===== config.mk =====
export PLATFORM = sky130hd
export DESIGN_NAME = grn_node_lut_flat
export DESIGN_NICKNAME = d
export VERILOG_FILES = /design/src/rtl/grn_pkg.sv /design/src/rtl/grn_node_lut_if.sv /design/src/rtl/grn_lut_eval.sv /design/src/rtl/grn_node_lut.sv /design/src/flat_wrapper.sv
export SDC_FILE = /design/constraint.sdc
export NUM_CORES = 1
export LEC_CHECK = 0
export ABC_AREA = 1
export CORE_AREA = 2 2 61 63
export CTS_CLUSTER_DIAMETER = 80
export DETAILED_ROUTE_END_ITERATION = 10
export DIE_AREA = 0 0 63 65
export GPL_TIMING_DRIVEN = 1
export SLEW_MARGIN = 20
export SYNTH_ARGS = -nofsm -noshare
export SYNTH_HDL_FRONTEND = slang
export SYNTH_SLANG_ARGS = --single-unit
export TNS_END_PERCENT = 50

===== constraint.sdc =====
create_clock -name clk -period 2.4 [get_ports clk]
set_input_delay 0.36 -clock clk [delete_from_list [all_inputs] [get_ports clk]]
set_output_delay 0.36 -clock clk [all_outputs]
set_load 0.03 [all_outputs]

===== src/rtl/grn_pkg.sv =====
// grn_pkg: shared definitions for the Boolean-network node array.
//   GRN_MAX_IN    - largest supported regulator fan-in per node
//   grn_or_lut    - default truth table (OR of all inputs) for n inputs
//   grn_phase_w   - width of the slow-copy phase counter for a divider
package grn_pkg;

  localparam int GRN_MAX_IN = 6;
  localparam int GRN_MAX_LUT_W = 1 << GRN_MAX_IN;

  // Entry 0 (all regulators off) gives 0; every other input vector gives 1.
  // The result is sized for the widest node; callers truncate to 2**n bits.
  function automatic logic [GRN_MAX_LUT_W-1:0] grn_or_lut(input int n);
    logic [GRN_MAX_LUT_W-1:0] t;
    t = '0;
    for (int i = 1; i < GRN_MAX_LUT_W; i++) begin
      if (i < (1 << n)) t[i] = 1'b1;
    end
    return t;
  endfunction

  // Counter holding 0..div-1; at least one bit so SLOW_DIV=1 still builds.
  function automatic int grn_phase_w(input int div);
    return (div <= 2) ? 1 : $clog2(div);
  endfunction

endpackage


===== src/rtl/grn_node_lut_if.sv =====
// grn_node_lut_if: strobe, configuration and state bus of one network node.
//   master - array controller / neighbours: drive strobes, config, regulators
//   slave  - the node: drives s0/s1, upd_s0/upd_s1, match (and flips)
// Macro GRN_NODE_FLIPS_EN adds the flips transition counter signal.
interface grn_node_lut_if
  import grn_pkg::*;
#(
  parameter int NUM_IN = 4,
  parameter int CNT_W  = 8
);
  localparam int LUT_W = 2 ** NUM_IN;

  if (NUM_IN < 1 || NUM_IN > GRN_MAX_IN || CNT_W < 1) begin : g_param_bad
    $error("grn_node_lut_if: NUM_IN must be 1..%0d and CNT_W >= 1", GRN_MAX_IN);
  end

  logic              reset_nos;
  logic              init_state;
  logic              cfg_we;
  logic [LUT_W-1:0]  cfg_lut;
  logic              start_s0;
  logic              start_s1;
  logic [NUM_IN-1:0] in_s0;
  logic [NUM_IN-1:0] in_s1;
  logic              s0;
  logic              s1;
  logic              upd_s0;
  logic              upd_s1;
  logic              match;
`ifdef GRN_NODE_FLIPS_EN
  logic [CNT_W-1:0]  flips;

  modport master (
    output reset_nos, init_state, cfg_we, cfg_lut, start_s0, start_s1, in_s0, in_s1,
    input  s0, s1, upd_s0, upd_s1, match, flips
  );
  modport slave (
    input  reset_nos, init_state, cfg_we, cfg_lut, start_s0, start_s1, in_s0, in_s1,
    output s0, s1, upd_s0, upd_s1, match, flips
  );
`else
  modport master (
    output reset_nos, init_state, cfg_we, cfg_lut, start_s0, start_s1, in_s0, in_s1,
    input  s0, s1, upd_s0, upd_s1, match
  );
  modport slave (
    input  reset_nos, init_state, cfg_we, cfg_lut, start_s0, start_s1, in_s0, in_s1,
    output s0, s1, upd_s0, upd_s1, match
  );
`endif

endinterface


===== src/rtl/grn_lut_eval.sv =====
// grn_lut_eval: combinational truth-table lookup, value = lut[index].
//   lut   - 2**NUM_IN entry truth table
//   index - regulator state vector (bit 0 is the LSB of the index)
//   value - selected next state
module grn_lut_eval #(
  parameter int NUM_IN = 4
) (
  input  logic [2**NUM_IN-1:0] lut,
  input  logic [NUM_IN-1:0]    index,
  output logic                 value
);

  assign value = lut[index];

endmodule


===== src/rtl/grn_node_lut.sv =====
// grn_node_lut: Boolean-network node with a slow (s0) and a fast (s1) copy of
// one gene state for tortoise/hare attractor detection. The next state comes
// from a runtime-loadable truth table; s0 advances once per SLOW_DIV start_s0
// strobes, s1 on every start_s1 strobe.
//   clk, rst (sync, active-high)
//   bus (slave) - reset_nos/init_state restart, cfg_we/cfg_lut table load,
//                 start_s0/start_s1 strobes, in_s0/in_s1 regulators,
//                 s0/s1 states, upd_s0/upd_s1 pulses, match, flips
// Macro GRN_NODE_FLIPS_EN adds the saturating flips counter on s1 changes.
module grn_node_lut
  import grn_pkg::*;
#(
  parameter int NUM_IN   = 4,
  parameter int SLOW_DIV = 2,
  parameter int CNT_W    = 8
) (
  input logic           clk,
  input logic           rst,
  grn_node_lut_if.slave bus
);

  localparam int LUT_W = 2 ** NUM_IN;
  localparam int PH_W  = grn_phase_w(SLOW_DIV);
  localparam logic [PH_W-1:0] PH_LAST = PH_W'(SLOW_DIV - 1);
  localparam logic [LUT_W-1:0] LUT_RST = LUT_W'(grn_or_lut(NUM_IN));

  if (NUM_IN < 1 || NUM_IN > GRN_MAX_IN || SLOW_DIV < 1 || SLOW_DIV > 8 || CNT_W < 1)
  begin : g_param_bad
    $error("grn_node_lut: parameter out of range");
  end

  logic [LUT_W-1:0] lut;
  logic [PH_W-1:0]  phase;
  logic             s0_q;
  logic             s1_q;
  logic             upd_s0_q;
  logic             upd_s1_q;
  logic             next_s0;
  logic             next_s1;

  grn_lut_eval #(.NUM_IN(NUM_IN)) u_eval_s0 (
    .lut   (lut),
    .index (bus.in_s0),
    .value (next_s0)
  );

  grn_lut_eval #(.NUM_IN(NUM_IN)) u_eval_s1 (
    .lut   (lut),
    .index (bus.in_s1),
    .value (next_s1)
  );

  // A step in the same cycle as cfg_we still sees the old table because the
  // lookups read the register, not cfg_lut.
  always_ff @(posedge clk) begin
    if (rst) begin
      lut <= LUT_RST;
    end else if (bus.cfg_we) begin
      lut <= bus.cfg_lut;
    end
  end

  // Restart parks phase at the last count so the first slow strobe after a
  // network restart updates s0 immediately.
  always_ff @(posedge clk) begin
    if (rst) begin
      s0_q     <= 1'b0;
      s1_q     <= 1'b0;
      phase    <= '0;
      upd_s0_q <= 1'b0;
      upd_s1_q <= 1'b0;
    end else if (bus.reset_nos) begin
      s0_q     <= bus.init_state;
      s1_q     <= bus.init_state;
      phase    <= PH_LAST;
      upd_s0_q <= 1'b0;
      upd_s1_q <= 1'b0;
    end else begin
      upd_s0_q <= 1'b0;
      upd_s1_q <= 1'b0;
      if (bus.start_s0) begin
        if (phase == PH_LAST) begin
          s0_q     <= next_s0;
          phase    <= '0;
          upd_s0_q <= 1'b1;
        end else begin
          phase <= phase + PH_W'(1);
        end
      end
      if (bus.start_s1) begin
        s1_q     <= next_s1;
        upd_s1_q <= 1'b1;
      end
    end
  end

  assign bus.s0     = s0_q;
  assign bus.s1     = s1_q;
  assign bus.upd_s0 = upd_s0_q;
  assign bus.upd_s1 = upd_s1_q;
  assign bus.match  = (s0_q == s1_q);

`ifdef GRN_NODE_FLIPS_EN
  logic [CNT_W-1:0] flips_q;

  always_ff @(posedge clk) begin
    if (rst || bus.reset_nos) begin
      flips_q <= '0;
    end else if (bus.start_s1 && (next_s1 != s1_q) && (flips_q != {CNT_W{1'b1}})) begin
      flips_q <= flips_q + CNT_W'(1);
    end
  end

  assign bus.flips = flips_q;
`endif

endmodule

===== src/flat_wrapper.sv =====
// flat-port wrapper written by rule: the top's interface ports become plain ports
module grn_node_lut_flat import grn_pkg::*;
#(
  parameter int NUM_IN   = 4,
  parameter int SLOW_DIV = 2,
  parameter int CNT_W    = 8
)
  (clk, rst, bus_reset_nos, bus_init_state, bus_cfg_we, bus_cfg_lut, bus_start_s0, bus_start_s1, bus_in_s0, bus_in_s1, bus_s0, bus_s1, bus_upd_s0, bus_upd_s1, bus_match);
  grn_node_lut_if #(.NUM_IN(NUM_IN), .CNT_W(CNT_W)) bus_i ();
  input logic clk;
  input logic rst;
  input wire logic [$bits(bus_i.reset_nos)-1:0] bus_reset_nos;
  input wire logic [$bits(bus_i.init_state)-1:0] bus_init_state;
  input wire logic [$bits(bus_i.cfg_we)-1:0] bus_cfg_we;
  input wire logic [$bits(bus_i.cfg_lut)-1:0] bus_cfg_lut;
  input wire logic [$bits(bus_i.start_s0)-1:0] bus_start_s0;
  input wire logic [$bits(bus_i.start_s1)-1:0] bus_start_s1;
  input wire logic [$bits(bus_i.in_s0)-1:0] bus_in_s0;
  input wire logic [$bits(bus_i.in_s1)-1:0] bus_in_s1;
  output wire logic [$bits(bus_i.s0)-1:0] bus_s0;
  output wire logic [$bits(bus_i.s1)-1:0] bus_s1;
  output wire logic [$bits(bus_i.upd_s0)-1:0] bus_upd_s0;
  output wire logic [$bits(bus_i.upd_s1)-1:0] bus_upd_s1;
  output wire logic [$bits(bus_i.match)-1:0] bus_match;
  assign bus_i.reset_nos = bus_reset_nos;
  assign bus_i.init_state = bus_init_state;
  assign bus_i.cfg_we = bus_cfg_we;
  assign bus_i.cfg_lut = bus_cfg_lut;
  assign bus_i.start_s0 = bus_start_s0;
  assign bus_i.start_s1 = bus_start_s1;
  assign bus_i.in_s0 = bus_in_s0;
  assign bus_i.in_s1 = bus_in_s1;
  assign bus_s0 = bus_i.s0;
  assign bus_s1 = bus_i.s1;
  assign bus_upd_s0 = bus_i.upd_s0;
  assign bus_upd_s1 = bus_i.upd_s1;
  assign bus_match = bus_i.match;
  grn_node_lut #(.NUM_IN(NUM_IN), .SLOW_DIV(SLOW_DIV), .CNT_W(CNT_W)) u_core (.clk(clk), .rst(rst), .bus(bus_i));
endmodule

-- Yosys cells after proc, flatten, opt, wreduce, memory -nomap -nowiden
Index checks and enable logic that the tools add are counted.
- output and inout bits: 5
- logic and storage cells: 31
- bits in registers: 21
- reduce and logical (&&, ||, !) cells: 6
- magnitude comparators: 2
- equal/unequal tests: 1
- add/sub/neg operators: 1
- multiplexer cells: 14
- bitwise logic cells: 1
- operators with widths (operator ; count):
    $mux 1 ; 12
    $lt 4x5->1 const B ; 2
    $bmux 1 s4 ; 2
    $reduce_bool 2->1 ; 3
    $reduce_or 3->1 ; 1
    $reduce_and 2->1 ; 1
    $reduce_or 2->1 ; 1
    $add 1x1->1 const B ; 1
    $eq 1x1->1 ; 1
    $not 1->1 ; 1

-- Logic depth before layout (Yosys ltp)
Gate-level depths: netlist of run 1.
- depth after elaboration: 5
- gate-level depth with buffers: 9
- mapped depth without buffers: 8

-- Hierarchy
From an unflattened synthesis of run 1, not the netlist that was laid out.
- cell total of the unflattened synthesis: 201
- area total of the unflattened synthesis: 1241.2 µm²
- by module, submodules not included (module ; sequential area each (µm²) ; instances ; area each (µm²) ; cells an instance):
    grn_node_lut ; 420.4 ; 1 ; 780.7 ; 101
    grn_lut_eval ; 0.0 ; 2 ; 230.2 ; 50

-- Least setup slack after synthesis of run 1
Ideal clock, no wire load.
- path type: reg2out
- start: reg u_core.s1_q (netlist: u_core.bus.s1)
- end: out bus_match
- required time: 2.040 ns
- path buffers: 0
- cell stages (with the launch flop): 2
- slack: 1.043 ns
- arrival: 0.997 ns
- cell sequence: dfxtp_1 xnor2_1
- cells in the longest elaborated chain, start to end: 1
- RTL lines (element ; RTL line ; RTL):
    start, declared ; grn_node_lut.sv:35 ; logic s1_q;
    start signal, assigned ; grn_node_lut.sv:74 ; s1_q <= bus.init_state;
    start signal, assigned ; grn_node_lut.sv:91 ; s1_q <= next_s1;
    $eq 1x1->1 ; grn_node_lut.sv:101 ; assign bus.match = (s0_q == s1_q);
    end, declared ; flat_wrapper.sv:24 ; output wire logic [$bits(bus_i.match)-1:0] bus_match;
Every way passes these cells.

-- Worst setup path in the final report of run 1
- start: reg u_core.s0_q (netlist: u_core.bus.s0)
- end: out bus_match
- cells in the longest elaborated chain, start to end: 1
- RTL lines (element ; RTL line ; RTL):
    start, declared ; grn_node_lut.sv:34 ; logic s0_q;
    start signal, assigned ; grn_node_lut.sv:73 ; s0_q <= bus.init_state;
    start signal, assigned ; grn_node_lut.sv:83 ; s0_q <= next_s0;
    $eq 1x1->1 ; grn_node_lut.sv:101 ;
Every way passes these cells.

==> impl_metrics.toml, run 1 <==
[yosys]
yosysSeqAreaShare_pct = 39.1
yosys-top-cells-count = "35 x nand2_1, 21 x dfxtp_1, 20 x inv_1, 20 x nand3_1, 19 x a21oi_1"
post-synth-top-count-cell = "nand2_1"
synth_seq_cells = 21
synth.distinct_cells = 16
yosysWarnings = 0
syn_inst = 162
netlist_top_cells_area = "dfxtp_1 39%, nand2_1 12%, nand3_1 9.3%"
async_flop_share_pct = 0
syn_nets = 193
yosys.area.top_type_share_pct = 39.1
syn_area_per_cell_sq_um = 6.63
synth_edf_count = 0
synth_top_cell_by_area = "dfxtp_1"
synth_area_sq_um = 1070
synthFlopType = "dfxtp_1"

[cells_and_area]
syn_to_final_growth_pct = 38.4
fin_nets = 228
final_cells = 244
multiInputGateArea_sq_um = 507
layout-drive-gt1-share_pct = 6.12
design_area_sq_um = 1490
diodes = 0
seqCellArea_sq_um = 420
fillers = 390

[placed_design]
place_area_sq_um = 1460
portBuffers = 35
placed_cells = 240
post-dp-hpwl_mm = 2.24
post-place-ws_ps = 472
place.gp.congestion = 0.859

[critical_path]
worstSetupEndpoint = "bus_match"
arrival_ps = 1500
reg2reg_depth = 8
cp_data_required_time_ps = 2040
cp-start-kind = "flip-flop"
r2r-end = "u_core.bus.s1"
rr_startpoint = "u_core.lut[1]"
critical_path_class = "reg2out"
regToRegSetupSlack_ps = 1340
path_max_fanout = 3
cp-startpoint = "u_core.bus.s0"
end_kind = "primary output"

[power_and_ir_drop]
p_total_uw = 744
peakVddDrop_mv = 0.217
powerDensity_nw_per_um2 = 500
total_leakage_power_uw = 0.000689

[detailed_routing]
drt_iter0_drc = 51
drc = 0
ant_nets = 0
routed-via-count = 1095
wirelength_mm = 2.75
dr.pass1.iters = 6
avgRoutedWirePerCell_um = 11.3
vias_per_cell = 4.49

[sta]
timing.final.ws_setup_ps = 536
fin_crit_ps = 1860
setup_violations = 0
maxSlewHeadroom_pct = 63.4
hold_viol = 0
rsz0062_at_grt = "false"
maxSlewViolCount = 0
worst_slew_pin_slew_ps = 548
min_period_over_period_pct = 77.7
fin_skew_ps = 0.773
fmax_mhz = 536
finalSetupTns_ps = 0

[clocking]
cts_sinks = 21
h-tree-depth = 1
post_cts_buffers = 0
cts_hold_buf = 0
cts_buffers = 3
clockRootBuffer = "clkbuf_4"
clk_pin_slew_ps = 110
ctsResizeCount = 0
tritoncts = "done"
clk_path_buf_depth = 2
insertion_delay_ps = 300

[die]
num_rows = 22
pin_count = 36
initial_core_util_pct = 30.7
dieHeight_um = 65
coreArea_sq_um = 3500
fp.dieW_um = 63
die_area_sq_um = 4100

[grt]
grt_pass1_wl_mm = 4.60
track_usage_pct = 14.5
grt_max_degree = 19
grt_pass1_vias = 1072
antenna_found_initial = 0
overflow = 0

[run]
max-cap-violations = 0

[min_path]
hp-class = "reg2reg"

[outcome]
outcome = "finished clean"
## cells by family after synthesis
group,share of synthesized area (%)
AO/OA/AOI/OAI,21.9
XOR/XNOR,1.63
buffers and inverters,13.7
flip-flops,39.1
AND/OR/NAND/NOR,23.6
## report_power, final
part	total, uW	internal (uW)	switching [uW]	leakage (uW)
Combinational	191	94.5	96.8	0.000499
Clock	167	64.8	102	0.0000150
Sequential	386	373	13.3	0.000175
## layer usage
layer | vias to the layer above | routed length (um) | global-route usage [%]
li1 | 595 | - | -
met1 | 465 | 1240 | 16.6
met2 | 28 | 1330 | 26.1
met3 | 7 | 127 | 2.26
met4 | 0 | 58 | 6.94
met5 | - | 0 | 0
## worst max-delay path, cell delays in order, from the launching register on
cell and delay (ps):
dfxtp_1 390, xnor2_1 130, clkdlybuf4s50_1 690
## cell type report
type / instances / area share [%]
multi-input cells: 107 / 34.1
well taps: 48 / 4.04
inverters: 27 / 7.32
flip-flops and latches: 21 / 28.3
repair buffers: 37 / 24.6
clock buffers: 4 / 1.77
## placed cells by master (no fill, tap or decap)
cell              n
inv_1            20
nor2_1            6
clkdlybuf4s50_1  35
dfxtp_1          21
a21oi_1          19
o21ai_0           5
inv_8             1
nand3_1          20
xnor2_1           2
o21ai_1          14
clkbuf_4          3
buf_4             2
nand2_1          35
clkbuf_1          1
o211ai_1          6
inv_2             6
## metrics by stage
stage / utilization [%] / hold WS, ps
CTS: 42.6 / 472
detailed placement: 41.8 / 453
floorplan: - / 429
global route: 42.6 / 496
finish: 42.6 / 471
global placement: 41.8 / 453
## state kept, by name, summed over array words and instances, names as in the netlist
| name | flops |
|---|---|
| u_core.bus.upd_s1 | 1 |
| u_core.lut | 16 |
| u_core.bus.upd_s0 | 1 |
| u_core.bus.s1 | 1 |
| u_core.phase | 1 |
| u_core.bus.s0 | 1 |
## worst min path at each step
stage / depth (start not counted) / slack (ps) / startpoint / end
final: 2 / 470 / u_core.lut[8] / u_core.lut[8]
after global placement: 2 / 450 / u_core.lut[8] / u_core.lut[8]
after CTS: 2 / 470 / u_core.lut[8] / u_core.lut[8]
after detailed placement: 2 / 450 / u_core.lut[8] / u_core.lut[8]
after global routing: 2 / 500 / u_core.lut[8] / u_core.lut[8]
after floorplan: 2 / 430 / u_core.lut[8] / u_core.lut[8]
No activity file was read; power rests on OpenSTA's default activity.
==> run 2: changes to the inputs <==
clock period = 1.5 ns   (was 2.4 ns; I/O delays follow)
==> run 2 against run 1 <==
Net effect: sequential power up 60%; final cell count up 2.0%; first-iteration DRC count unchanged; largest cell class unchanged; core utilization up 1.6 points; setup slack worse by 470 ps; clock skew up 2.1 ps; sequential share of layout area down 1.1 points; hold slack worse by 27 ps; count of clock-buffer cells in the layout unchanged.
==> impl_metrics.toml, run 2 (synthesis results as in run 1) <==
[cells_and_area]
final_cells = 249
design_area_sq_um = 1550
layout-drive-gt1-share_pct = 8.46
top_register = "u_core.lut"
syn_to_final_growth_pct = 43.8
diodes = 0
fillers = 391
mostFrequentLayoutCells = "35 x nand2_1, 30 x clkdlybuf4s50_1, 21 x dfxtp_1"
mostFrequentLayoutCell = "nand2_1"
largest_register_ffs = 16
fin_util_pct = 44.2
fin_nets = 233

[sta]
maxSlewViolCount = 0
fmax_mhz = 700
finalSetupTns_ps = 0
fin_skew_ps = 2.89
min_period_over_period_pct = 95.3
hold_viol = 0
rsz0062_at_grt = "false"
setup_violations = 0
maxSlewHeadroom_pct = 80.1
fin_crit_ps = 1430
worst_slew_pin_slew_ps = 300

[critical_path]
end_kind = "primary output"
rr_startpoint = "u_core.lut[8]"
cp_cell_sequence = "xnor2_1, clkdlybuf4s15_1"
cp_data_required_time_ps = 1270
critical_path_class = "reg2out"
reg2reg_depth = 8
arrival_ps = 1200
critPathSlowestCell = "dfxtp_1"
cpPeakStageDelay_ps = 390
worstSetupEndpoint = "bus_match"
regToRegSetupSlack_ps = 460
cp-start-kind = "flip-flop"
cp-startpoint = "u_core.bus.s0"
path_max_fanout = 3
r2r-end = "u_core.bus.s1"

[placed_design]
placed_cells = 245
portBuffers = 35
place.gp.congestion = 0.824
post-dp-hpwl_mm = 2.22
place_area_sq_um = 1520

[power_and_ir_drop]
peakVddDrop_mv = 0.354
p_clk_share_pct = 23.4
p_sw_uw = 358
total_leakage_power_uw = 0.000738
sw_frac_of_total_pct = 29.4
seqPwrFrac_pct = 50.7
intPower_uw = 860
powerDensity_nw_per_um2 = 789
power_frac_comb_pct = 26.0

[run]
max-cap-violations = 0

[clocking]
clk_path_buf_depth = 2
tritoncts = "done"
insertion_delay_ps = 310
h-tree-depth = 1
clockRootBuffer = "clkbuf_4"
clk_pin_slew_ps = 120
cts_sinks = 21
cts_buffers = 3

[detailed_routing]
ant_nets = 0
vias_per_cell = 4.61
dr.pass1.iters = 4
drc = 0
wirelength_mm = 2.80
avgRoutedWirePerCell_um = 11.2
routed-via-count = 1147
drt_iter0_drc = 51

[die]
fp.dieW_um = 63
die_area_sq_um = 4100
num_rows = 22
coreArea_sq_um = 3500
dieHeight_um = 65
pin_count = 36
initial_core_util_pct = 30.7

[grt]
antenna_found_initial = 0
grt_max_degree = 33
grt_pass1_vias = 1113
track_usage_pct = 14.6
grt_pass1_wl_mm = 4.75
overflow = 0

[min_path]
hp-class = "in2reg"
whs_path_depth = 3
holdCritStartpoint = "bus_cfg_lut[0]"

[outcome]
outcome = "finished clean"
==> run 2: cell count changes in the layout (fill, tap and decap cells not counted), sizes merged <==
cell,previous run,this run
clkdlybuf4s15,0,1
dlygate4sd2,0,4
clkdlybuf4s50,35,30
buf,2,7
==> run 2: layer usage <==
layer	wire length [um]	track usage, %
met1	1280	17.3
met3	93	2.26
met5	0	0
met2	1370	25.9
met4	51	6.67
==> run 2: layout make-up <==
class	count	area [sq um]	share of cell area, %
Clock buffer	4	26.3	1.70
Multi-Input combinational cell	107	507	32.8
Tap cell	48	60.1	3.89
Sequential cell	21	420	27.2
Inverter	27	109	7.04
Timing Repair Buffer	42	423	27.4
==> run 2: repair_timing <==
| action | CTS | global route |
|---|---|---|
| hold buffers | 0 | 0 |
| endpoints found under the setup margin | 5 | 1 |
| buffers inserted | 0 | 0 |
| gates resized for setup | 5 | 1 |
==> run 2: metrics by stage <==
stage	hold WS [ps]	setup WS [ps]	power (uW)
CTS	442	33.7	1230
detailed placement	450	-61.8	956
floorplan	337	278	793
global placement	442	-63.6	950
finish	445	70.5	1220
global route	461	1.35	1300
==> run 2: power groups by stage <==
stage / combinational (uW) / clock [uW] / sequential (uW)
6_report: 316 / 285 / 618
5_1_grt: 351 / 324 / 623
4_1_cts: 319 / 298 / 618
3_5_place_dp: 326 / 0 / 630
3_3_place_gp: 321 / 0 / 629
2_1_floorplan: 154 / 0 / 639
==> run 2: worst max-delay path: cells and delay by family (launching register included) <==
kind / cells / cell delay (ps)
xor+xnor: 1 / 130
buf+inv: 1 / 380
flops: 1 / 390
==> run 2: how the worst min path moves through the flow <==
stage / to
2_1_floorplan: u_core.bus.upd_s1
3_3_place_gp: u_core.lut[8]
3_5_place_dp: u_core.lut[8]
4_1_cts: u_core.lut[0]
5_1_grt: u_core.lut[0]
6_report: u_core.lut[0]
